==> config.mk <==
export PLATFORM = sky130hd
export DESIGN_NAME = pixel_word_packer
export DESIGN_NICKNAME = d
export VERILOG_FILES = /design/src/rtl/pixel_pack_pkg.sv /design/src/rtl/pack_shift_reg.sv /design/src/rtl/pixel_word_packer.sv
export SDC_FILE = /design/constraint.sdc
export NUM_CORES = 1
export LEC_CHECK = 0
export ABC_CLOCK_PERIOD_IN_PS = 4700
export CAP_MARGIN = 10
export CORE_UTILIZATION = 39
export DETAILED_ROUTE_END_ITERATION = 10
export PLACE_DENSITY = 0.7
export SYNTH_ARGS = -nofsm -noshare
export SYNTH_HDL_FRONTEND = slang
export SYNTH_SLANG_ARGS = --single-unit
==> constraint.sdc <==
create_clock -name iCLK -period 4.7 [get_ports iCLK]
set_input_delay 0.94 -clock iCLK [delete_from_list [all_inputs] [get_ports iCLK]]
set_output_delay 0.94 -clock iCLK [all_outputs]
set_load 0.01 [all_outputs]
==> src/rtl/pixel_pack_pkg.sv <==
// Shared types and elaboration helpers for the pixel-to-word packer.
package pixel_pack_pkg;

    typedef enum logic [1:0] {
        StIdle,
        StActive,
        StFlush,
        StDrain
    } pack_state_e;

    function automatic int unsigned pix_per_word(input int unsigned pix_w,
                                                 input int unsigned word_w);
        return word_w / pix_w;
    endfunction

    // Counter width for n states; never narrower than one bit.
    function automatic int unsigned cnt_width(input int unsigned n);
        return (n > 1) ? $clog2(n) : 1;
    endfunction

    function automatic bit widths_ok(input int unsigned pix_w, input int unsigned word_w);
        return (pix_w != 0) && (word_w >= pix_w) && ((word_w % pix_w) == 0);
    endfunction

endpackage

==> src/rtl/pack_shift_reg.sv <==
// Slot-indexed pack register: writes one pixel into its slot, exposes the word with
// the incoming pixel already merged so a completing pixel can be emitted without delay.
module pack_shift_reg
    import pixel_pack_pkg::*;
#(
    parameter int unsigned PIX_W  = 1,
    parameter int unsigned WORD_W = 32,
    parameter int unsigned SLOT_W = cnt_width(pix_per_word(PIX_W, WORD_W))
) (
    input  logic              iCLK,
    input  logic              iRST,
    input  logic              iCLEAR,
    input  logic              iWE,
    input  logic [SLOT_W-1:0] iSLOT,
    input  logic [PIX_W-1:0]  iDATA,
    output logic [WORD_W-1:0] oWORD,
    output logic [WORD_W-1:0] oMERGED
);

    localparam int unsigned PPW = pix_per_word(PIX_W, WORD_W);

    logic [WORD_W-1:0] word_q;

    always_comb begin
        oMERGED = word_q;
        for (int k = 0; k < PPW; k++) begin
            if (iSLOT == SLOT_W'(k)) begin
                oMERGED[k*PIX_W +: PIX_W] = iDATA;
            end
        end
    end

    always_ff @(posedge iCLK) begin
        if (iRST || iCLEAR) begin
            word_q <= '0;
        end else if (iWE) begin
            word_q <= oMERGED;
        end
    end

    assign oWORD = word_q;

endmodule

==> src/rtl/pixel_word_packer.sv <==
// Frame-aware packer: thresholded pixels into WORD_W-bit words with line/frame flush,
// single-entry valid/ready output register and sticky overflow on dropped words.
module pixel_word_packer
    import pixel_pack_pkg::*;
#(
    parameter int unsigned PIX_W      = 1,
    parameter int unsigned WORD_W     = 32,
    parameter int unsigned LINE_PIX   = 640,
    parameter int unsigned LINE_FLUSH = 1
) (
    input  logic              iCLK,
    input  logic              iRST,
    input  logic              iFVAL,
    input  logic              iDVAL,
    input  logic [PIX_W-1:0]  iDATA,
    input  logic              iREADY,
    output logic [WORD_W-1:0] oDATA,
    output logic              oDVAL,
    output logic              oFRAME_DONE,
    output logic              oOVERFLOW,
    output logic [31:0]       oWORD_CNT
);

    localparam int unsigned PPW    = pix_per_word(PIX_W, WORD_W);
    localparam int unsigned SLOT_W = cnt_width(PPW);
    localparam int unsigned LINE_W = cnt_width(LINE_PIX);
    localparam logic [SLOT_W-1:0] SLOT_LAST = SLOT_W'(PPW - 1);
    localparam logic [LINE_W-1:0] LINE_LAST = LINE_W'(LINE_PIX - 1);

    if (!widths_ok(PIX_W, WORD_W)) begin : g_width_check
        $error("pixel_word_packer: WORD_W must be a non-zero multiple of PIX_W");
    end

    pack_state_e       state_q;
    logic              fval_q;
    logic [SLOT_W-1:0] slot_q;
    logic [LINE_W-1:0] line_q;

    logic [WORD_W-1:0] pack_word;
    logic [WORD_W-1:0] pack_merged;
    logic [WORD_W-1:0] done_data;
    logic              frame_start;
    logic              pix_fire;
    logic              line_end;
    logic              word_full;
    logic              flush_word;
    logic              word_done;
    logic              word_load;
    logic              word_accept;
    logic              pack_clear;

    always_comb begin
        frame_start = (state_q == StIdle) && iFVAL && !fval_q;
        pix_fire    = (state_q == StActive) && iDVAL;
        line_end    = (LINE_FLUSH != 0) && (line_q == LINE_LAST);
        word_full   = pix_fire && ((slot_q == SLOT_LAST) || line_end);
        flush_word  = (state_q == StFlush) && (slot_q != '0);
        word_done   = word_full || flush_word;
        // A completing pixel is not yet in the register, so emit the merged view.
        done_data   = word_full ? pack_merged : pack_word;
        word_accept = oDVAL && iREADY;
        word_load   = word_done && (!oDVAL || iREADY);
        pack_clear  = word_done || (state_q == StFlush) || frame_start;
    end

    pack_shift_reg #(
        .PIX_W  (PIX_W),
        .WORD_W (WORD_W),
        .SLOT_W (SLOT_W)
    ) u_pack (
        .iCLK    (iCLK),
        .iRST    (iRST),
        .iCLEAR  (pack_clear),
        .iWE     (pix_fire),
        .iSLOT   (slot_q),
        .iDATA   (iDATA),
        .oWORD   (pack_word),
        .oMERGED (pack_merged)
    );

    always_ff @(posedge iCLK) begin
        if (iRST) begin
            state_q     <= StIdle;
            fval_q      <= 1'b0;
            slot_q      <= '0;
            line_q      <= '0;
            oDATA       <= '0;
            oDVAL       <= 1'b0;
            oFRAME_DONE <= 1'b0;
            oOVERFLOW   <= 1'b0;
            oWORD_CNT   <= '0;
        end else begin
            fval_q      <= iFVAL;
            oFRAME_DONE <= 1'b0;

            if (word_accept) begin
                oWORD_CNT <= oWORD_CNT + 32'd1;
                oDVAL     <= 1'b0;
            end
            if (word_load) begin
                oDATA <= done_data;
                oDVAL <= 1'b1;
            end else if (word_done) begin
                oOVERFLOW <= 1'b1;
            end

            unique case (state_q)
                StIdle: begin
                    if (frame_start) begin
                        state_q   <= StActive;
                        oOVERFLOW <= 1'b0;
                        oWORD_CNT <= '0;
                        slot_q    <= '0;
                        line_q    <= '0;
                    end
                end
                StActive: begin
                    if (pix_fire) begin
                        slot_q <= word_full ? '0 : slot_q + SLOT_W'(1);
                        line_q <= (line_q == LINE_LAST) ? '0 : line_q + LINE_W'(1);
                    end
                    if (!iFVAL && fval_q) begin
                        state_q <= StFlush;
                    end
                end
                StFlush: begin
                    slot_q  <= '0;
                    line_q  <= '0;
                    state_q <= StDrain;
                end
                StDrain: begin
                    if (!oDVAL) begin
                        oFRAME_DONE <= 1'b1;
                        state_q     <= StIdle;
                    end
                end
                default: state_q <= StIdle;
            endcase
        end
    end

endmodule

==> impl_results.md <==
* DR iter-0 viols at approximately 290
* Netlist cell types at 47
* Mapped Area at between 5000 and 6000 µm²
* Post-CTS Repair Setup Buffers at 0
* CP max FO at 64
* Die area at roughly 15,000 µm²
* RSZ-0062 raised after global routing: no
* Post-synth EDFFs at 0
* Leakage at around 2.4 nW
* Initial Utilization at 0.4038
* Most frequent cells in the layout: nor2_1, dfxtp_1, clkdlybuf4s50_1
* Worst slack, placed at about 1.5 ns
* Final hold viol count at 0
* Flops & latches, synth at 117
* Post-Syn Instances at 673
* P&R area growth vs syn at 25.34%
* Seq/Total Area, Yosys at 0.4147
* Core area at between 10,000 and 15,000 µm²
* Synth top area share at 0.4147
* Cell taking the most area after synthesis: dfxtp_1
* Post-Syn Area per Cell at around 8.4 µm²
* Worst clock skew at 0.006404 ns
* Synth top area cells: dfxtp_1, nor2_1, mux2i_1
* Worst min path class: flop to flop
* Global placement routability congestion at about 0.85
* Die H at 122.3 µm
* Router iterations before antenna repair at 5
* Worst-path clk slew at approximately 0.05 ns
* ANT nets after route at 0
* Drt drc at 0
* Most common cell after layout, fill and taps aside: nor2_1
* Critical Path AT at around 3.3 ns
* Port bufs at 72
* Setup crit end kind: flop
* Setup TNS at 0 ns
* Period utilization at 0.6316
* CTS sink count at between 100 and 150
* Slack of the critical path at between 1.5 and 2 ns
* Top Ports at between 70 and 80
* Largest net degree at the start of global routing at 65
* Syn Nets at 693
* Relative slew slack at 0.3021
* Worst setup SP type: flop
* Max Freq at approximately 340 MHz
* CP Class: flop to flop
* Number of global-route vias before repair at ~4,600
* Routed via count at roughly 5,000
* Crit-path cells: ha_1 -> nand2_1 -> a31oi_4 -> buf_4 -> nor2_1 -> a311oi_1
* Final WL at 13,610 µm
* Register-to-register setup slack at ~1.7 ns
* Async set or reset register ratio after synthesis at 0
* Critical Path RT at 5.02 ns
* H-Tree Depth at 4
* Tot Pwr at 2.875 mW
* Max Buffers Root-to-Sink at 2
* Worst-margin pin slew at around 1.0 ns
* Hpwl dp at a little over 9000 µm
* Root Driver: clkbuf_16
* PostCTS Resize Cnt at 0
* CP max stage cell: dfxtp_1
* Tmin final at ~3.0 ns
* Via/cell ratio at around 5.5
* Most common flop cell mapped by yosys: dfxtp_1
* Worst vdd ir at between 0.2 and 0.3 mV
* Pins over their slew limit at 0
* Layout cells sized above 1 at 0.06267
* Die width at 122.3 µm
* Site row count at 43
* Cts hold-fix bufs at 0
* CTS tree: yes
* Initial antenna violation count at 0
* Clk_lat worst skew at between 0.4 and 0.5 ns
* First-pass GRT wire length at 22,000 µm
* Nets at between 700 and 800
* Max cap viols at 0
* Final setup viols at 0
* CP peak stage delay at roughly 0.96 ns
* PD cells at between 400 and 500 nW/µm²
* Outcome: completed
* Fillers at between 1,000 and 1,500
* GRT Residual Overflow at 0
* Num CTS Buffers at 17
* Yosys warns at 0
* DR WL/cell at 14.89 µm
* Total GRT Usage at 0.1880
* Ant. Diodes at 0
[report_power, final]
group	internal [mW]	switching [mW]	leakage, nW
Combinational	0.126	0.274	1.13
Clock	0.967	0.460	0.309
Sequential	1.02	0.0263	0.943
Total	2.11	0.761	2.38
[stage by stage]
step	std cells	utilization	instance area, µm²	hold WS, ns
floorplan	673	-	5648	0.4329
global placement	882	0.4592	6424	0.4413
detailed placement	882	0.4592	6424	0.4478
CTS	914	0.5061	7079	0.4563
global route	914	0.5061	7079	0.4865
finish	914	0.5061	7079	0.4540
[worst max-delay path: cells and delay by family (launching register included)]
kind | cells | cell delay, ns
AOI/OAI and AO/OA | 2 | 0.49
DFF | 1 | 0.96
and+or+nand+nor | 2 | 0.31
adders and majority gates | 1 | 0.56
buffers and inverters | 1 | 0.49
[final cells by class]
class,count,area [µm²],area share
multi-input cells,497,3062,0.4325
flip-flops and latches,117,2342,0.3309
repair buffers,77,753.2,0.1064
clock buffers,20,456.7,0.06451
well taps,180,225.2,0.03181
clock inverters,12,198.9,0.02810
inverters,11,41.29,0.005832
[flip-flops by register name, summed over array words and instances (netlist names)]
| name | count |
|---|---|
| u_pack.oWORD | 32 |
| oDVAL | 1 |
| fval_q | 1 |
| oWORD_CNT | 32 |
| oOVERFLOW | 1 |
| oFRAME_DONE | 1 |
| slot_q | 5 |
| state_q | 2 |
| oDATA | 32 |
| line_q | 10 |
[logic make-up (layout without fill, tap and decap cells)]
group | count (synthesis) | in the layout | synth area share
flops | 117 | 117 | 0.4147
buf+inv | 59 | 120 | 0.04453
simple gates | 295 | 295 | 0.2525
compound gates | 116 | 116 | 0.1373
mux | 37 | 37 | 0.06557
fa+ha+maj | 14 | 14 | 0.03101
xor+xnor | 35 | 35 | 0.05427
[Yosys cell counts (7+ instances only)]
library cell,n
nand2_1,42
o21ai_0,34
clkbuf_1,31
inv_1,11
nand3_1,29
a211oi_1,19
a311oi_1,12
nor2_1,135
ha_1,14
and3_1,10
a21oi_1,28
buf_2,12
nor3_1,7
xor2_1,31
dfxtp_1,117
mux2i_1,37
nand4_1,33
[worst paths after layout]
path / from / endpoint / depth (start not counted)
setup reg to reg: slot_q[4] / oDATA[28] / 6
hold reg to reg: u_pack.oWORD[15] / u_pack.oWORD[15] / 2
hold / removal: u_pack.oWORD[15] / u_pack.oWORD[15] / 2
setup / recovery: slot_q[4] / oDATA[28] / 6
[metal layers]
layer  share of wire  GRT usage
met1            0.44     0.2254
met2            0.49     0.3111
met3           0.050    0.05576
met4           0.020    0.07927
met5               0          0
Power figures use the tool's default switching activity.
==> edit: new RTL, same flow settings <==
Change the parameter `LINE_PIX` from 640 to 320.
--- a/src/rtl/pixel_word_packer.sv
+++ b/src/rtl/pixel_word_packer.sv
@@ -7,3 +7,3 @@
     parameter int unsigned WORD_W     = 32,
-    parameter int unsigned LINE_PIX   = 640,
+    parameter int unsigned LINE_PIX   = 320,
     parameter int unsigned LINE_FLUSH = 1
Behaviour: no difference found for any inputs over 4 cycles, from zero or initial values and one cycle with iRST high; that may be too few to reach the edited logic, so the function may still have changed.
==> edit against the original RTL <==
Cell area increased by 0.44%. Hold slack improved by 14 ps. Combinational power increased by 40%. Critical endpoint is now u_pack.oWORD[0]. Highest routed layer unchanged. Wire length decreased by 5.7%. Cell count unchanged. Power decreased by 0.87%. Sequential cell count decreased by 1. Worst setup slack improved by 320 ps. Synthesized area increased by 1.8%. Largest power group unchanged.
==> edit: results (changes against the original RTL) <==
| Metric | Value |
|---|---|
| Run status | completed |
| Share of post-route cells with drive strength above 1 | 0.114 (+0.0510) |
| Post-Synth XOR/XNOR Area | 0.0472 (-0.00707) |
| Global placement routability congestion | 0.838 (-0.99%) |
| Synth Area in Compound Gates | 0.175 (+0.0375) |
| GRT Total Usage | 0.182 (-0.00607) |
| Worst VDD drop | 0.258 mV (-8.4%) |
| Vias | 4,797 (-4.9%) |
| Largest net degree at the start of global routing | 62 (-4.6%) |
| Worst Path Max Fanout | 32 (-50%) |
| Mux share of post-synthesis cell area | 0.0861 (+0.0206) |
| First-pass GRT wire length | 21,500 um (-2.2%) |
| Nets@finish | 739 (-0.27%) |
| Post-synthesis adder-cell area fraction | 0.0305 (-0.000560) |
| DP Cell Count | 884 (+0.23%) |
| Slew margin rel. | 0.432 (+0.129) |
| Routed len/inst | 14.0 um (-5.7%) |
| Deepest clock path buffer count | 2 (unchanged) |
| CP arrival | 2980 ps (-310 ps) |
| Clock skew | 5.44 ps (-0.961 ps) |
| Vias in the first global route | 4,455 (-3.0%) |
| Leak Pwr | 2.40 nW (+0.82%) |
| Net Count, Synth | 683 (-1.4%) |
| Via density | 5.25 (-4.9%) |
| Sequential area share after synthesis | 0.404 (-0.0110) |
| Post-synthesis cell count | 663 (-1.5%) |
| Top cells by area, synth | dfxtp_1 40%, nor2_1 6.3%, mux2i_1 6.3%, nand2_1 4.8%, xor2_1 4.0% |
| Placed cell area | 6570 sq um (+2.2%) |
| Synth top cells by count | 116 x dfxtp_1, 97 x nor2_1, 74 x nand2_1, 36 x a21oi_1, 36 x mux2i_1 |
| DRT iter0 DRCs | 282 (-1.1%) |
| Post-synth cell types | 58 (+23%) |
## edit: cell types whose count changed after synthesis, sizes merged, moves of 13 or more
cell,delta
a21o,+13
nand2,+33
nand4,-16
nor2,-37
o21ai,-14
o22ai,+30
## edit: stage by stage
| step | util | setup WS, ps |
|---|---|---|
| 5_1_grt | 0.491 | 1810 |
| 4_1_cts | 0.491 | 2040 |
| 2_1_floorplan | - | 2550 |
| 3_5_place_dp | 0.453 | 1670 |
| 3_3_place_gp | 0.453 | 1720 |
| 6_report | 0.491 | 2050 |
## edit: logic make-up after synthesis
kind of cell,Yosys count
and+or+nand+nor,261
AOI/OAI and AO/OA,141
DFF,116
buffers and inverters,52
muxes,48
xor gates and xnor gates,31
adders and majority gates,14
## edit: layout make-up
cell class                 count  area (sq um)
multi-input combinational    495          3190
clock inverter                 5          50.0
tap                          184           230
fill                        1403          7370
inverter                       8          30.0
sequential                   116          2320
timing repair buffer          81           788
clock buffer                  25           495
## edit: final timing paths
check | start | end | slack [ps] | depth (start not counted)
max | slot_q[1] | u_pack.oWORD[0] | 2050 | 9
min | oOVERFLOW | oOVERFLOW | 470 | 1
max reg2reg | slot_q[1] | u_pack.oWORD[0] | 2050 | 9
min reg2reg | oOVERFLOW | oOVERFLOW | 470 | 1
## edit: worst max-delay path, stage by stage, from the launching register on
cell and delay [ps]:
dfxtp_1 350, ha_1 270, and3_1 230, ha_1 250, a41oi_4 290, nor2_2 70
buf_4 260, or3_1 360, buf_4 270, a211oi_1 210
## edit: power by group
| group | total, mW | internal, mW | switching, mW |
|---|---|---|---|
| Combinational | 0.562 | 0.193 | 0.369 |
| Clock | 1.20 | 0.771 | 0.426 |
| Sequential | 1.09 | 1.04 | 0.0492 |
## edit: per-layer routing
layer  GRT usage  up-vias  part of all wire
li1            -     2455                 -
met1       0.224     2220              0.47
met2       0.296       98              0.47
met3      0.0503       24             0.038
met4      0.0791        0             0.019
met5           0        -                 0
